--- config.mk ---
export PLATFORM = sky130hd
export DESIGN_NAME = op_exec_unit_flat
export DESIGN_NICKNAME = d
export VERILOG_FILES = /design/src/rtl/op_exec_unit_if.sv /design/src/rtl/op_exec_unit.sv /design/src/flat_wrapper.sv
export SDC_FILE = /design/constraint.sdc
export NUM_CORES = 1
export LEC_CHECK = 0
export ABC_CLOCK_PERIOD_IN_PS = 9270
export BUFFER_PORTS_ARGS = -buffer_cell sky130_fd_sc_hd__buf_2
export CAP_MARGIN = 20
export CORE_MARGIN = 10
export CORE_UTILIZATION = 35
export DETAILED_ROUTE_END_ITERATION = 6
export HOLD_SLACK_MARGIN = 0.15
export SYNTH_ARGS = -nofsm -noshare
export SYNTH_HDL_FRONTEND = slang
export SYNTH_SLANG_ARGS = --single-unit
--- constraint.sdc ---
create_clock -name clk -period 9.27 [get_ports clk]
set_input_delay 2.781 -clock clk [delete_from_list [all_inputs] [get_ports clk]]
set_output_delay 2.781 -clock clk [all_outputs]
set_load 0.01 [all_outputs]
--- src/rtl/op_exec_unit_if.sv ---
// Bus between the issue logic and the execute unit: the issue request with its
// operands, and the registered completion/result signals coming back.
interface op_exec_unit_if #(
  parameter int DATA_W = 8,
  parameter int PC_W   = 12
);
  logic              op_en;
  logic [3:0]        opcode;
  logic [PC_W-1:0]   prog_ctr;
  logic [DATA_W-1:0] r0;
  logic [DATA_W-1:0] r1;
  logic [DATA_W-1:0] r2;
  logic              r0_valid;
  logic              r1_valid;
  logic              r2_valid;
  logic [DATA_W-1:0] result;
  logic              carry;
  logic              zero;
  logic              done;
  logic              busy;
  logic              operand_err;

  // Issuer side: drives the request, observes the completion
  modport master (
    output op_en, opcode, prog_ctr, r0, r1, r2, r0_valid, r1_valid, r2_valid,
    input  result, carry, zero, done, busy, operand_err
  );

  // Execute-unit side
  modport slave (
    input  op_en, opcode, prog_ctr, r0, r1, r2, r0_valid, r1_valid, r2_valid,
    output result, carry, zero, done, busy, operand_err
  );
endinterface

--- src/rtl/op_exec_unit.sv ---
// Execute stage: accepts one op per program-counter value, runs single-cycle
// ALU ops in EXEC and MUL/MAC through an iterative shift-add multiplier.
module op_exec_unit #(
  parameter int DATA_W = 8,
  parameter int PC_W   = 12
) (
  input logic           clk,
  input logic           reset,
  op_exec_unit_if.slave bus
);

  localparam int CNT_W = $clog2(DATA_W);

  typedef enum logic [1:0] {IDLE, EXEC, MUL, MAC_ADD} state_t;

  state_t              state_q, state_d;
  logic [PC_W-1:0]     last_pc_q, last_pc_d;
  logic [3:0]          opcode_q, opcode_d;
  logic [DATA_W-1:0]   a_q, a_d, b_q, b_d, c_q, c_d;
  logic [2:0]          vld_q, vld_d;
  logic [2*DATA_W-1:0] prod_q, prod_d;
  logic [2*DATA_W-1:0] mcand_q, mcand_d;
  logic [DATA_W-1:0]   mplier_q, mplier_d;
  logic [CNT_W-1:0]    cnt_q, cnt_d;
  logic [DATA_W-1:0]   result_q, result_d;
  logic                carry_q, carry_d;
  logic                zero_q, zero_d;
  logic                done_q, done_d;
  logic                oerr_q, oerr_d;

  // Operand slots an opcode needs, as {r2, r1, r0}
  function automatic logic [2:0] req_mask(input logic [3:0] op);
    case (op)
      4'd5:        req_mask = 3'b001;
      4'd9, 4'd10: req_mask = 3'b111;
      default:     req_mask = 3'b011;
    endcase
  endfunction

  // Opcode is defined and every operand it needs was valid
  function automatic logic op_ok(input logic [3:0] op, input logic [2:0] vld);
    op_ok = (op <= 4'd10) && ((vld & req_mask(op)) == req_mask(op));
  endfunction

  logic                accept;
  logic [2:0]          vld_in;
  logic [DATA_W:0]     add_sum;
  logic [DATA_W:0]     sub_diff;
  logic [DATA_W+1:0]   add3_sum;
  logic [2*DATA_W-1:0] shl_w, shr_w;
  logic [2*DATA_W-1:0] mul_step;
  logic [2*DATA_W:0]   mac_sum;

  assign vld_in = {bus.r2_valid, bus.r1_valid, bus.r0_valid};
  assign accept = (state_q == IDLE) && bus.op_en && (bus.prog_ctr != last_pc_q);

  // Datapath terms; shifts use a double-width window so the last bit shifted
  // out lands just outside the result byte (and is 0 for a zero shift)
  assign add_sum  = {1'b0, a_q} + {1'b0, b_q};
  assign sub_diff = {1'b0, a_q} - {1'b0, b_q};
  assign add3_sum = {2'b00, a_q} + {2'b00, b_q} + {2'b00, c_q};
  assign shl_w    = {{DATA_W{1'b0}}, a_q} << b_q[2:0];
  assign shr_w    = {a_q, {DATA_W{1'b0}}} >> b_q[2:0];
  assign mul_step = prod_q + (mplier_q[0] ? mcand_q : '0);
  assign mac_sum  = {1'b0, prod_q} + {{(DATA_W+1){1'b0}}, c_q};

  // State register and all datapath/output flops
  always_ff @(posedge clk) begin
    if (reset) begin
      state_q   <= IDLE;
      last_pc_q <= '1;
      opcode_q  <= '0;
      a_q       <= '0;
      b_q       <= '0;
      c_q       <= '0;
      vld_q     <= '0;
      prod_q    <= '0;
      mcand_q   <= '0;
      mplier_q  <= '0;
      cnt_q     <= '0;
      result_q  <= '0;
      carry_q   <= 1'b0;
      zero_q    <= 1'b0;
      done_q    <= 1'b0;
      oerr_q    <= 1'b0;
    end else begin
      state_q   <= state_d;
      last_pc_q <= last_pc_d;
      opcode_q  <= opcode_d;
      a_q       <= a_d;
      b_q       <= b_d;
      c_q       <= c_d;
      vld_q     <= vld_d;
      prod_q    <= prod_d;
      mcand_q   <= mcand_d;
      mplier_q  <= mplier_d;
      cnt_q     <= cnt_d;
      result_q  <= result_d;
      carry_q   <= carry_d;
      zero_q    <= zero_d;
      done_q    <= done_d;
      oerr_q    <= oerr_d;
    end
  end

  // Next-state, operand capture, execution and completion
  always_comb begin
    state_d   = state_q;
    last_pc_d = last_pc_q;
    opcode_d  = opcode_q;
    a_d       = a_q;
    b_d       = b_q;
    c_d       = c_q;
    vld_d     = vld_q;
    prod_d    = prod_q;
    mcand_d   = mcand_q;
    mplier_d  = mplier_q;
    cnt_d     = cnt_q;
    result_d  = result_q;
    carry_d   = carry_q;
    zero_d    = zero_q;
    done_d    = 1'b0;
    oerr_d    = oerr_q;

    case (state_q)
      IDLE: begin
        if (accept) begin
          last_pc_d = bus.prog_ctr;
          opcode_d  = bus.opcode;
          a_d       = bus.r0;
          b_d       = bus.r1;
          c_d       = bus.r2;
          vld_d     = vld_in;
          prod_d    = '0;
          mcand_d   = {{DATA_W{1'b0}}, bus.r0};
          mplier_d  = bus.r1;
          cnt_d     = '0;
          // Rejected MUL/MAC go through EXEC so errors always report at T+1
          if (op_ok(bus.opcode, vld_in) &&
              (bus.opcode == 4'd8 || bus.opcode == 4'd9))
            state_d = MUL;
          else
            state_d = EXEC;
        end
      end

      EXEC: begin
        state_d = IDLE;
        done_d  = 1'b1;
        if (!op_ok(opcode_q, vld_q)) begin
          oerr_d = 1'b1;
        end else begin
          oerr_d  = 1'b0;
          carry_d = 1'b0;
          case (opcode_q)
            4'd0: begin
              result_d = add_sum[DATA_W-1:0];
              carry_d  = add_sum[DATA_W];
            end
            4'd1: begin
              result_d = sub_diff[DATA_W-1:0];
              carry_d  = sub_diff[DATA_W];
            end
            4'd2: result_d = a_q & b_q;
            4'd3: result_d = a_q | b_q;
            4'd4: result_d = a_q ^ b_q;
            4'd5: result_d = ~a_q;
            4'd6: begin
              result_d = shl_w[DATA_W-1:0];
              carry_d  = shl_w[DATA_W];
            end
            4'd7: begin
              result_d = shr_w[2*DATA_W-1:DATA_W];
              carry_d  = shr_w[DATA_W-1];
            end
            default: begin
              result_d = add3_sum[DATA_W-1:0];
              carry_d  = |add3_sum[DATA_W+1:DATA_W];
            end
          endcase
          zero_d = (result_d == '0);
        end
      end

      MUL: begin
        prod_d   = mul_step;
        mcand_d  = mcand_q << 1;
        mplier_d = mplier_q >> 1;
        cnt_d    = cnt_q + CNT_W'(1);
        if (cnt_q == CNT_W'(DATA_W - 1)) begin
          if (opcode_q == 4'd9) begin
            state_d = MAC_ADD;
          end else begin
            state_d  = IDLE;
            done_d   = 1'b1;
            oerr_d   = 1'b0;
            result_d = mul_step[DATA_W-1:0];
            carry_d  = |mul_step[2*DATA_W-1:DATA_W];
            zero_d   = (mul_step[DATA_W-1:0] == '0);
          end
        end
      end

      MAC_ADD: begin
        state_d  = IDLE;
        done_d   = 1'b1;
        oerr_d   = 1'b0;
        result_d = mac_sum[DATA_W-1:0];
        carry_d  = |mac_sum[2*DATA_W:DATA_W];
        zero_d   = (mac_sum[DATA_W-1:0] == '0);
      end

      default: state_d = IDLE;
    endcase
  end

  assign bus.result      = result_q;
  assign bus.carry       = carry_q;
  assign bus.zero        = zero_q;
  assign bus.done        = done_q;
  assign bus.busy        = (state_q != IDLE);
  assign bus.operand_err = oerr_q;

endmodule

--- src/flat_wrapper.sv ---
// flat-port wrapper written by rule: the top's interface ports become plain ports
module op_exec_unit_flat 
#(
  parameter int DATA_W = 8,
  parameter int PC_W   = 12
)
  (clk, reset, bus_op_en, bus_opcode, bus_prog_ctr, bus_r0, bus_r1, bus_r2, bus_r0_valid, bus_r1_valid, bus_r2_valid, bus_result, bus_carry, bus_zero, bus_done, bus_busy, bus_operand_err);
  op_exec_unit_if #(.DATA_W(DATA_W), .PC_W(PC_W)) bus_i ();
  input logic clk;
  input logic reset;
  input wire logic [$bits(bus_i.op_en)-1:0] bus_op_en;
  input wire logic [$bits(bus_i.opcode)-1:0] bus_opcode;
  input wire logic [$bits(bus_i.prog_ctr)-1:0] bus_prog_ctr;
  input wire logic [$bits(bus_i.r0)-1:0] bus_r0;
  input wire logic [$bits(bus_i.r1)-1:0] bus_r1;
  input wire logic [$bits(bus_i.r2)-1:0] bus_r2;
  input wire logic [$bits(bus_i.r0_valid)-1:0] bus_r0_valid;
  input wire logic [$bits(bus_i.r1_valid)-1:0] bus_r1_valid;
  input wire logic [$bits(bus_i.r2_valid)-1:0] bus_r2_valid;
  output wire logic [$bits(bus_i.result)-1:0] bus_result;
  output wire logic [$bits(bus_i.carry)-1:0] bus_carry;
  output wire logic [$bits(bus_i.zero)-1:0] bus_zero;
  output wire logic [$bits(bus_i.done)-1:0] bus_done;
  output wire logic [$bits(bus_i.busy)-1:0] bus_busy;
  output wire logic [$bits(bus_i.operand_err)-1:0] bus_operand_err;
  assign bus_i.op_en = bus_op_en;
  assign bus_i.opcode = bus_opcode;
  assign bus_i.prog_ctr = bus_prog_ctr;
  assign bus_i.r0 = bus_r0;
  assign bus_i.r1 = bus_r1;
  assign bus_i.r2 = bus_r2;
  assign bus_i.r0_valid = bus_r0_valid;
  assign bus_i.r1_valid = bus_r1_valid;
  assign bus_i.r2_valid = bus_r2_valid;
  assign bus_result = bus_i.result;
  assign bus_carry = bus_i.carry;
  assign bus_zero = bus_i.zero;
  assign bus_done = bus_i.done;
  assign bus_busy = bus_i.busy;
  assign bus_operand_err = bus_i.operand_err;
  op_exec_unit #(.DATA_W(DATA_W), .PC_W(PC_W)) u_core (.clk(clk), .reset(reset), .bus(bus_i));
endmodule
==> results.cfg, run 1 <==
[run_status]
status = completed

[pwr]
p_per_area_nw_per_um2 = 129
p_leak_nw = 3.36
vdd_drop_max_v = 0.0000792
power_w = 0.00109

[hold_path]
hp-class = flip-flop to flip-flop

[worst_setup_path]
r2r_start = u_core.b_q[0]$_SDFFE_PP0P_
max_stage_delay_ps = 700
critPathTopFamily = compound AO/OA/AOI/OAI gates
r2r_setup_slack_ps = 4590
path_cells = ha_1 > fa_1 > a21o_1 > a21oi_1 > xnor2_1 > ha_1 > nand3_1 > o211ai_1 > o41ai_1 > nor3b_1 > a21oi_1 > o311ai_0 > a41oi_1
r2r_cells = 13
cp-startpoint = u_core.b_q[0]$_SDFFE_PP0P_
cp.depth = 13
reg2reg_to = u_core.bus.carry$_SDFFE_PP0P_
cp_num_buf_inv = 0
setup.worst_path.end_class = flip-flop
arrival_ps = 4860
crit_path_max_fanout = 20
crit_path_top_delay_cell = o311ai_0
critPathRequiredTime_ps = 9450
cp-start-kind = flip-flop
critPathKind = flip-flop to flip-flop
crit_path_end = u_core.bus.carry$_SDFFE_PP0P_

[detailed_routing]
drtAntennaViolNets = 0
drtIter0Drc = 656
drc = 0
firstDrtPassIters = 5
routedWlPerCell_um = 16.9
vias = 7295
wl_um = 22300
via_per_inst = 5.53

[yosys]
ys_seq_area_share_pct = 25.8
synthesis.area_um2 = 7760
synth_fp_nets = 1133
syn_inst = 1023
synth.most_common_cell = nand2_1
synth_edf_count = 0
synth_largest_area_cell = dfxtp_1
ys.flop_type = dfxtp_1
yosysWarnings = 0
ys_seq_elements = 100
synth_cell_type_count = 82
synth_top_cell_area_share_pct = 25.8
synthTopCellsByCount = 183 x nand2_1, 103 x a21oi_1, 100 x dfxtp_1
syn_avg_cell_area_um2 = 7.59
postSynth.asyncResetShare_pct = 0
ys_top_cells_by_area = dfxtp_1 26%, ha_1 9.5%, nand2_1 8.8%, a21oi_1 6.6%, nor2_1 3.9%

[floorplan]
die_h_um = 169
rows = 54
die_x_um = 169
start_util_pct = 35.6
io-pin-count = 59
die_area_um2 = 28500
core_um2 = 21800

[sta]
fmax_ghz = 0.214
relSlewSlack_pct = 22.5
timing.final.crit_share_pct = 50.5
setup_tns_ps = 0
slew_violations = 0
hold_ws_ps = 458
setup_viol = 0
hold_viol = 0
min_period_ps = 4680
clock_skew_ps = 12.8
worst_pin_slew_ps = 1150
rsz0062_at_grt = false

[global_route]
grt_max_degree = 101
antenna_found_initial = 0
grt.total_usage_pct = 15.3
overflow = 0
grt_pass1_vias = 6821
grt_pass1_wl_um = 36300

[cts]
clk_pin_slew_worst_paths_ps = 80
cts_tree = done
cts-hold-fix-buffers = 0
h-tree-depth = 3
clock_latency_ps = 360
clkSinkCount = 100
cts_buffer_depth = 2
post_cts_buffers = 0
cts-root-buf = clkbuf_16
numCtsBuffers = 9
cts_resized = 0

[finish]
n_fill_cell = 2291
diodes = 0
fin_area_um2 = 8470
drive_above_1_share_pct = 10.2
area_delta_synth_final_pct = 9.09
fin_nets = 1145
fin_cells = 1320

[placed_design]
dpl.hpwl_um = 16800
portBuffers = 58
placed_area_um2 = 8180
place.gp.congestion = 0.904
dp_cells = 1303

[flow_run]
cap_violations = 0
==> metrics by stage <==
stage	setup WS [ps]	util, %
2_1_floorplan	4880	-
3_3_place_gp	4140	37.5
3_5_place_dp	4060	37.5
4_1_cts	4430	38.8
5_1_grt	4250	38.8
6_report	4590	38.8
==> worst min path at each step <==
stage	startpoint	cells past startpoint	end
after floorplan	u_core.vld_q[0]$_SDFFE_PP0P_	2	u_core.vld_q[0]$_SDFFE_PP0P_
after global placement	u_core.mplier_q[7]$_SDFFE_PP0P_	2	u_core.mplier_q[7]$_SDFFE_PP0P_
after detailed placement	u_core.bus.result[1]$_SDFFE_PP0P_	2	u_core.bus.result[1]$_SDFFE_PP0P_
after CTS	u_core.bus.result[1]$_SDFFE_PP0P_	2	u_core.bus.result[1]$_SDFFE_PP0P_
after global routing	u_core.mcand_q[14]$_SDFFE_PP0P_	2	u_core.mcand_q[15]$_SDFFE_PP0P_
final	u_core.bus.result[6]$_SDFFE_PP0P_	2	u_core.bus.result[6]$_SDFFE_PP0P_
==> worst reg2reg max path, delay by kind of cell (launching register included) <==
kind                       cells  cell delay [ps]
adders and majority gates      3             1270
and+or+nand+nor                2              330
DFF                            1              620
AOI/OAI and AO/OA              7             2040
xor gates and xnor gates       1              220
==> logic make-up (layout without fill, tap and decap cells) <==
group / Yosys count / in the layout / share of synthesized area (%)
buf+inv: 102 / 119 / 5.56
simple gates: 407 / 407 / 24.4
fa+ha+maj: 64 / 64 / 10.8
mux: 28 / 28 / 5.05
xor+xnor: 40 / 40 / 4.51
flops: 100 / 100 / 25.8
compound gates: 282 / 282 / 23.9
==> flip-flops by register name, summed over array words and instances, names as in the netlist <==
register / cells
u_core.vld_q: 3
u_core.state_q: 2
u_core.bus.operand_err: 1
u_core.b_q: 8
u_core.bus.done: 1
u_core.mplier_q: 8
u_core.opcode_q: 4
u_core.mcand_q: 16
u_core.a_q: 8
u_core.cnt_q: 3
u_core.bus.zero: 1
u_core.c_q: 8
u_core.bus.result: 8
u_core.bus.carry: 1
u_core.last_pc_q: 12
u_core.prod_q: 16
==> report_power, final <==
part | leakage [nW] | internal, W | switching (W)
sequential | 0.817 | 0.000450 | 0.0000320
clock | 0.142 | 0.000186 | 0.000177
combinational | 2.40 | 0.000100 | 0.000149
==> placed cells by master (no fill, tap or decap), drive strengths merged, types with 10 or more instances in the layout <==
cell,n
a211oi,12
a21o,12
a21oi,103
a31oi,29
and2,19
buf,68
dfxtp,100
ha,59
inv,37
mux2i,17
nand2,183
nand3,31
nand3b,14
nand4,10
nor2,80
nor2b,13
nor3,18
o211ai,13
o21ai,30
o21bai,10
xnor2,29
xor2,11
==> final cells by class <==
class,count,area [um2],area share [%]
flip-flops and latches,100,2000,23.6
well taps,280,350,4.14
clock buffers,9,225,2.66
repair buffers,68,365,4.31
inverters,35,131,1.55
clock inverters,7,60.1,0.709
multi-input cells,821,5330,63.0
==> per-layer routing <==
metal / global-route usage, % / share of wire [%]
met5: 0 / 0
met4: 4.39 / 1.6
met3: 2.92 / 5.7
met2: 22.3 / 42
met1: 22.1 / 51
No activity file was read; power rests on OpenSTA's default activity.
==> inputs of run 2 (changes only) <==
--- a/config.mk
+++ b/config.mk
@@ -5,7 +5,7 @@
 export SDC_FILE = /design/constraint.sdc
 export NUM_CORES = 1
 export LEC_CHECK = 0
-export ABC_CLOCK_PERIOD_IN_PS = 9270
+export ABC_CLOCK_PERIOD_IN_PS = 4100
 export BUFFER_PORTS_ARGS = -buffer_cell sky130_fd_sc_hd__buf_2
 export CAP_MARGIN = 20
 export CORE_MARGIN = 10
==> constraint.sdc (replaced) <==
create_clock -name clk -period 4.1 [get_ports clk]
set_input_delay 1.23 -clock clk [delete_from_list [all_inputs] [get_ports clk]]
set_output_delay 1.23 -clock clk [all_outputs]
set_load 0.01 [all_outputs]
==> run 2 against run 1 <==
Routed wire length grew 4.8%. Combinational power grew 140%. Sequential share of layout area shrank 0.34 points. Hold slack gained 5.1 ps. Total power grew 140%. Count of clock-buffer cells in the layout is the same. Clock skew shrank 0.96 ps. Via count grew 2.5%. Highest routed layer unchanged.
==> results.cfg, run 2 (same netlist as run 1, synthesis figures left out) <==
[cts]
clock_latency_ps = 360
clk_pin_slew_worst_paths_ps = 80
numCtsBuffers = 9
post_cts_buffers = 0
cts-root-buf = clkbuf_16
clkSinkCount = 100
cts_resized = 0
cts-hold-fix-buffers = 0
cts_tree = done
cts_buffer_depth = 2
h-tree-depth = 3

[worst_setup_path]
crit_path_max_fanout = 7
critPathRequiredTime_ps = 4300
arrival_ps = 3880
cp-start-kind = flip-flop
setup.worst_path.end_class = flip-flop
critPathKind = flip-flop to flip-flop

[detailed_routing]
drc = 0
vias = 7474
drtIter0Drc = 608
routedWlPerCell_um = 17.6
wl_um = 23400
via_per_inst = 5.61
firstDrtPassIters = 5
drtAntennaViolNets = 0

[sta]
setup_tns_ps = 0
worst_pin_slew_ps = 934
relSlewSlack_pct = 37.2
setup_viol = 0
min_period_ps = 3680
slew_violations = 0
fmax_ghz = 0.272
timing.final.crit_share_pct = 89.7
hold_viol = 0
clock_skew_ps = 11.8
rsz0062_at_grt = false

[global_route]
use_met2_pct = 23.8
grt.total_usage_pct = 16.1
use_met3_pct = 3.15
use_met1_pct = 23.0
grt_pass1_vias = 7158
grt_max_degree = 70
grt.busiest_layer = met2
grt_pass1_wl_um = 38000
antenna_found_initial = 0
overflow = 0

[floorplan]
start_util_pct = 35.6
die_x_um = 169
die_h_um = 169
core_um2 = 21800
die_area_um2 = 28500
io-pin-count = 59
rows = 54

[pwr]
p_per_area_nw_per_um2 = 300
vdd_drop_max_v = 0.000177
p_leak_nw = 3.44

[flow_run]
cap_violations = 0

[placed_design]
portBuffers = 58
placed_area_um2 = 8290
place.gp.congestion = 0.944
dpl.hpwl_um = 17900

[finish]
drive_above_1_share_pct = 11.2
reg.largest.list = u_core.mcand_q: 16 flops, u_core.prod_q: 16 flops, u_core.last_pc_q: 12 flops
area_delta_synth_final_pct = 10.7
diodes = 0
fin_nets = 1157
layout_commonest_cell = nand2_1
final_cell_mix = 182 x nand2_1, 103 x a21oi_1, 100 x dfxtp_1
fin_area_um2 = 8590

[hold_path]
hp-class = flip-flop to flip-flop

[run_status]
status = completed
-- run 2: cell types whose count changed in the layout (fill, tap and decap cells not counted), sizes merged --
cell    previous run  this run
buf               68        80
bufinv             0         1
clkinv             5         1
inv               37        40
-- run 2: path summary, 6_finish.rpt --
path,startpoint,end,slack (ps),depth (start not counted)
worst max register to register,u_core.a_q[0]$_SDFFE_PP0P_,u_core.bus.carry$_SDFFE_PP0P_,420,13
worst min register to register,u_core.mplier_q[7]$_SDFFE_PP0P_,u_core.mplier_q[7]$_SDFFE_PP0P_,460,2
worst min-delay path,u_core.mplier_q[7]$_SDFFE_PP0P_,u_core.mplier_q[7]$_SDFFE_PP0P_,460,2
worst max-delay path,u_core.a_q[0]$_SDFFE_PP0P_,u_core.bus.carry$_SDFFE_PP0P_,420,13
-- run 2: per-stage QoR --
stage	util, %	power (W)	hold WS [ps]	setup slack (ps)	instances
floorplan	-	0.00151	437	719	1023
global placement	38.0	0.00169	443	496	1316
detailed placement	38.0	0.00169	457	448	1316
CTS	39.4	0.00259	467	431	1332
global route	39.4	0.00271	489	168	1332
finish	39.4	0.00258	463	423	1332
-- run 2: metal layers --
layer	routed length [um]	vias to the layer above
li1	-	3712
met3	1500	24
met1	11700	3498
met4	382	0
met2	9800	240
met5	0	-
-- run 2: where the power goes --
group	switching, W	internal (W)	total (W)
logic	0.000364	0.000238	0.000603
clock network	0.000416	0.000486	0.000902
registers	0.0000551	0.00102	0.00107
total	0.000836	0.00174	0.00258
-- run 2: critical path, cell delays in order (launching register included) --
cell and delay (ps):
dfxtp_1 370, ha_1 260, fa_1 480, a21o_1 230, a21oi_1 280, xnor2_1 190, ha_1 330, nand3_1 100
o211ai_1 120, o41ai_1 400, nor3b_1 240, a21oi_1 50, o311ai_0 320, a41oi_1 160
-- run 2: final cells by class --
cell class / count / area (um2)
clock buffer: 9 / 225
clock inverter: 7 / 81.3
fill: 2320 / 13200
inverter: 35 / 131
multi-input combinational: 821 / 5330
sequential: 100 / 2000
tap: 280 / 350
timing repair buffer: 80 / 468
==> inputs of run 3 (changes only) <==
--- a/config.mk
+++ b/config.mk
@@ -8,10 +8,13 @@
 export ABC_CLOCK_PERIOD_IN_PS = 4100
 export BUFFER_PORTS_ARGS = -buffer_cell sky130_fd_sc_hd__buf_2
 export CAP_MARGIN = 20
+export CELL_PAD_IN_SITES_DETAIL_PLACEMENT = 0
+export CELL_PAD_IN_SITES_GLOBAL_PLACEMENT = 1
 export CORE_MARGIN = 10
 export CORE_UTILIZATION = 35
 export DETAILED_ROUTE_END_ITERATION = 6
 export HOLD_SLACK_MARGIN = 0.15
+export PLACE_DENSITY_LB_ADDON = 0.1
 export SYNTH_ARGS = -nofsm -noshare
 export SYNTH_HDL_FRONTEND = slang
 export SYNTH_SLANG_ARGS = --single-unit
==> run 3 against run 2 <==
Clock power is 5.8% lower. Critical path depth stayed put. Clock skew is 5.6 ps higher. Core utilization hardly changed. Design area hardly changed. Register-to-register slack hardly changed. Non-clock buffer count is 3 higher. Worst setup slack worse by 13 ps. Sequential cell count stayed put.
==> results.cfg, run 3 (same netlist as run 1, synthesis figures left out) <==
[global_route]
grt_max_degree = 70
grt_pass1_wl_um = 39600
grt_pass1_vias = 7005
overflow = 0
grt.total_usage_pct = 17.0
antenna_found_initial = 0

[worst_setup_path]
cp-startpoint = u_core.a_q[0]$_SDFFE_PP0P_
r2r_cells = 13
critPathKind = flip-flop to flip-flop
arrival_ps = 3900
crit_path_end = u_core.bus.carry$_SDFFE_PP0P_
setup.worst_path.end_class = flip-flop
cp-start-kind = flip-flop
critPathRequiredTime_ps = 4310
crit_path_max_fanout = 7
reg2reg_to = u_core.bus.carry$_SDFFE_PP0P_
r2r_start = u_core.a_q[0]$_SDFFE_PP0P_
r2r_setup_slack_ps = 410

[floorplan]
io-pin-count = 59
start_util_pct = 35.6
core_um2 = 21800
die_area_um2 = 28500
rows = 54
die_x_um = 169
die_h_um = 169

[detailed_routing]
drtIter0Drc = 426
drc = 0
vias = 7328
firstDrtPassIters = 5
routedWlPerCell_um = 18.5
wl_um = 24800
drtAntennaViolNets = 0
via_per_inst = 5.49

[cts]
numCtsBuffers = 9
cts_tree = done
clock_latency_ps = 370
cts-hold-fix-buffers = 0
cts-root-buf = clkbuf_16
cts_resized = 0
clk_pin_slew_worst_paths_ps = 80
cts_buffer_depth = 2
h-tree-depth = 3
post_cts_buffers = 0
clkSinkCount = 100

[sta]
clock_skew_ps = 17.5
setup_tns_ps = 0
slew_violations = 0
worst_pin_slew_ps = 934
setup_viol = 0
fmax_ghz = 0.271
min_period_ps = 3690
rsz0062_at_grt = false
timing.final.crit_share_pct = 90.0
relSlewSlack_pct = 37.7
hold_viol = 0
hold_ws_ps = 460

[finish]
drive_above_1_share_pct = 11.6
final_cell_mix = 182 x nand2_1, 103 x a21oi_1, 100 x dfxtp_1
layout_commonest_cell = nand2_1
fin_nets = 1160
area_delta_synth_final_pct = 10.7
reg.largest.list = u_core.mcand_q: 16 flops, u_core.prod_q: 16 flops, u_core.last_pc_q: 12 flops
diodes = 0
fin_util_pct = 39.4
fin_cells = 1335

[pwr]
p_per_area_nw_per_um2 = 294
vdd_drop_max_v = 0.000162
power_w = 0.00253
p_leak_nw = 3.44

[placed_design]
portBuffers = 58
dpl.hpwl_um = 19000
dp_cells = 1319
place.gp.congestion = 0.901

[hold_path]
hp-class = flip-flop to flip-flop

[flow_run]
cap_violations = 0

[run_status]
status = completed
## run 3: changes by cell type in the layout (fill, tap and decap cells not counted)
| cell | delta |
|---|---|
| clkinvlp_4 | +1 |
| bufinv_16 | -1 |
| and2_2 | +1 |
| inv_6 | -3 |
| and2_1 | -1 |
| buf_4 | +4 |
| buf_2 | -1 |
| clkinv_4 | +3 |
## run 3: metrics by stage
| step | setup slack (ps) | instance area, um2 |
|---|---|---|
| floorplan | 719 | 7760 |
| detailed placement | 453 | 8310 |
| finish | 410 | 8600 |
| global route | 26.2 | 8600 |
| CTS | 395 | 8600 |
| global placement | 525 | 8310 |
## run 3: worst min path at each step
| stage | start | endpoint | slack, ps | cells after the start |
|---|---|---|---|---|
| 2_1_floorplan | u_core.vld_q[0]$_SDFFE_PP0P_ | u_core.vld_q[0]$_SDFFE_PP0P_ | 440 | 2 |
| 4_1_cts | u_core.bus.result[1]$_SDFFE_PP0P_ | u_core.bus.result[1]$_SDFFE_PP0P_ | 460 | 2 |
| 3_5_place_dp | u_core.vld_q[0]$_SDFFE_PP0P_ | u_core.vld_q[0]$_SDFFE_PP0P_ | 450 | 2 |
| 5_1_grt | u_core.bus.result[5]$_SDFFE_PP0P_ | u_core.bus.result[5]$_SDFFE_PP0P_ | 480 | 2 |
| 3_3_place_gp | u_core.bus.result[1]$_SDFFE_PP0P_ | u_core.bus.result[1]$_SDFFE_PP0P_ | 440 | 2 |
| 6_report | u_core.bus.result[5]$_SDFFE_PP0P_ | u_core.bus.result[5]$_SDFFE_PP0P_ | 460 | 2 |
## run 3: area by class of cell
class / instances / area, um2
Clock buffer: 9 / 225
Fill cell: 2333 / 13200
Clock inverter: 7 / 58.8
Tap cell: 280 / 350
Timing Repair Buffer: 83 / 493
Inverter: 35 / 131
Multi-Input combinational cell: 821 / 5340
Sequential cell: 100 / 2000
## run 3: critical path, stage by stage (launching register included)
cell and delay, ps:
dfxtp_1 380, ha_1 280, fa_1 470, a21o_1 220
a21oi_1 280, xnor2_1 190, ha_1 320, nand3_1 100
o211ai_1 120, o41ai_1 420, nor3b_1 230, a21oi_1 50
o311ai_0 300, a41oi_1 150
## run 3: layer usage
layer	wire, um	part of all wire, %	up-vias	track usage [%]
li1	-	-	3715	-
met1	12900	52	3409	25.3
met2	10100	41	178	24.3
met3	1390	5.6	26	3.47
met4	343	1.4	0	3.97
met5	0	0	-	0
## run 3: where the power goes
group	switching (W)	internal, W	leakage (nW)	total [W]
clock network	0.000429	0.000421	0.138	0.000850
logic	0.000362	0.000242	2.48	0.000605
registers	0.0000573	0.00102	0.817	0.00107
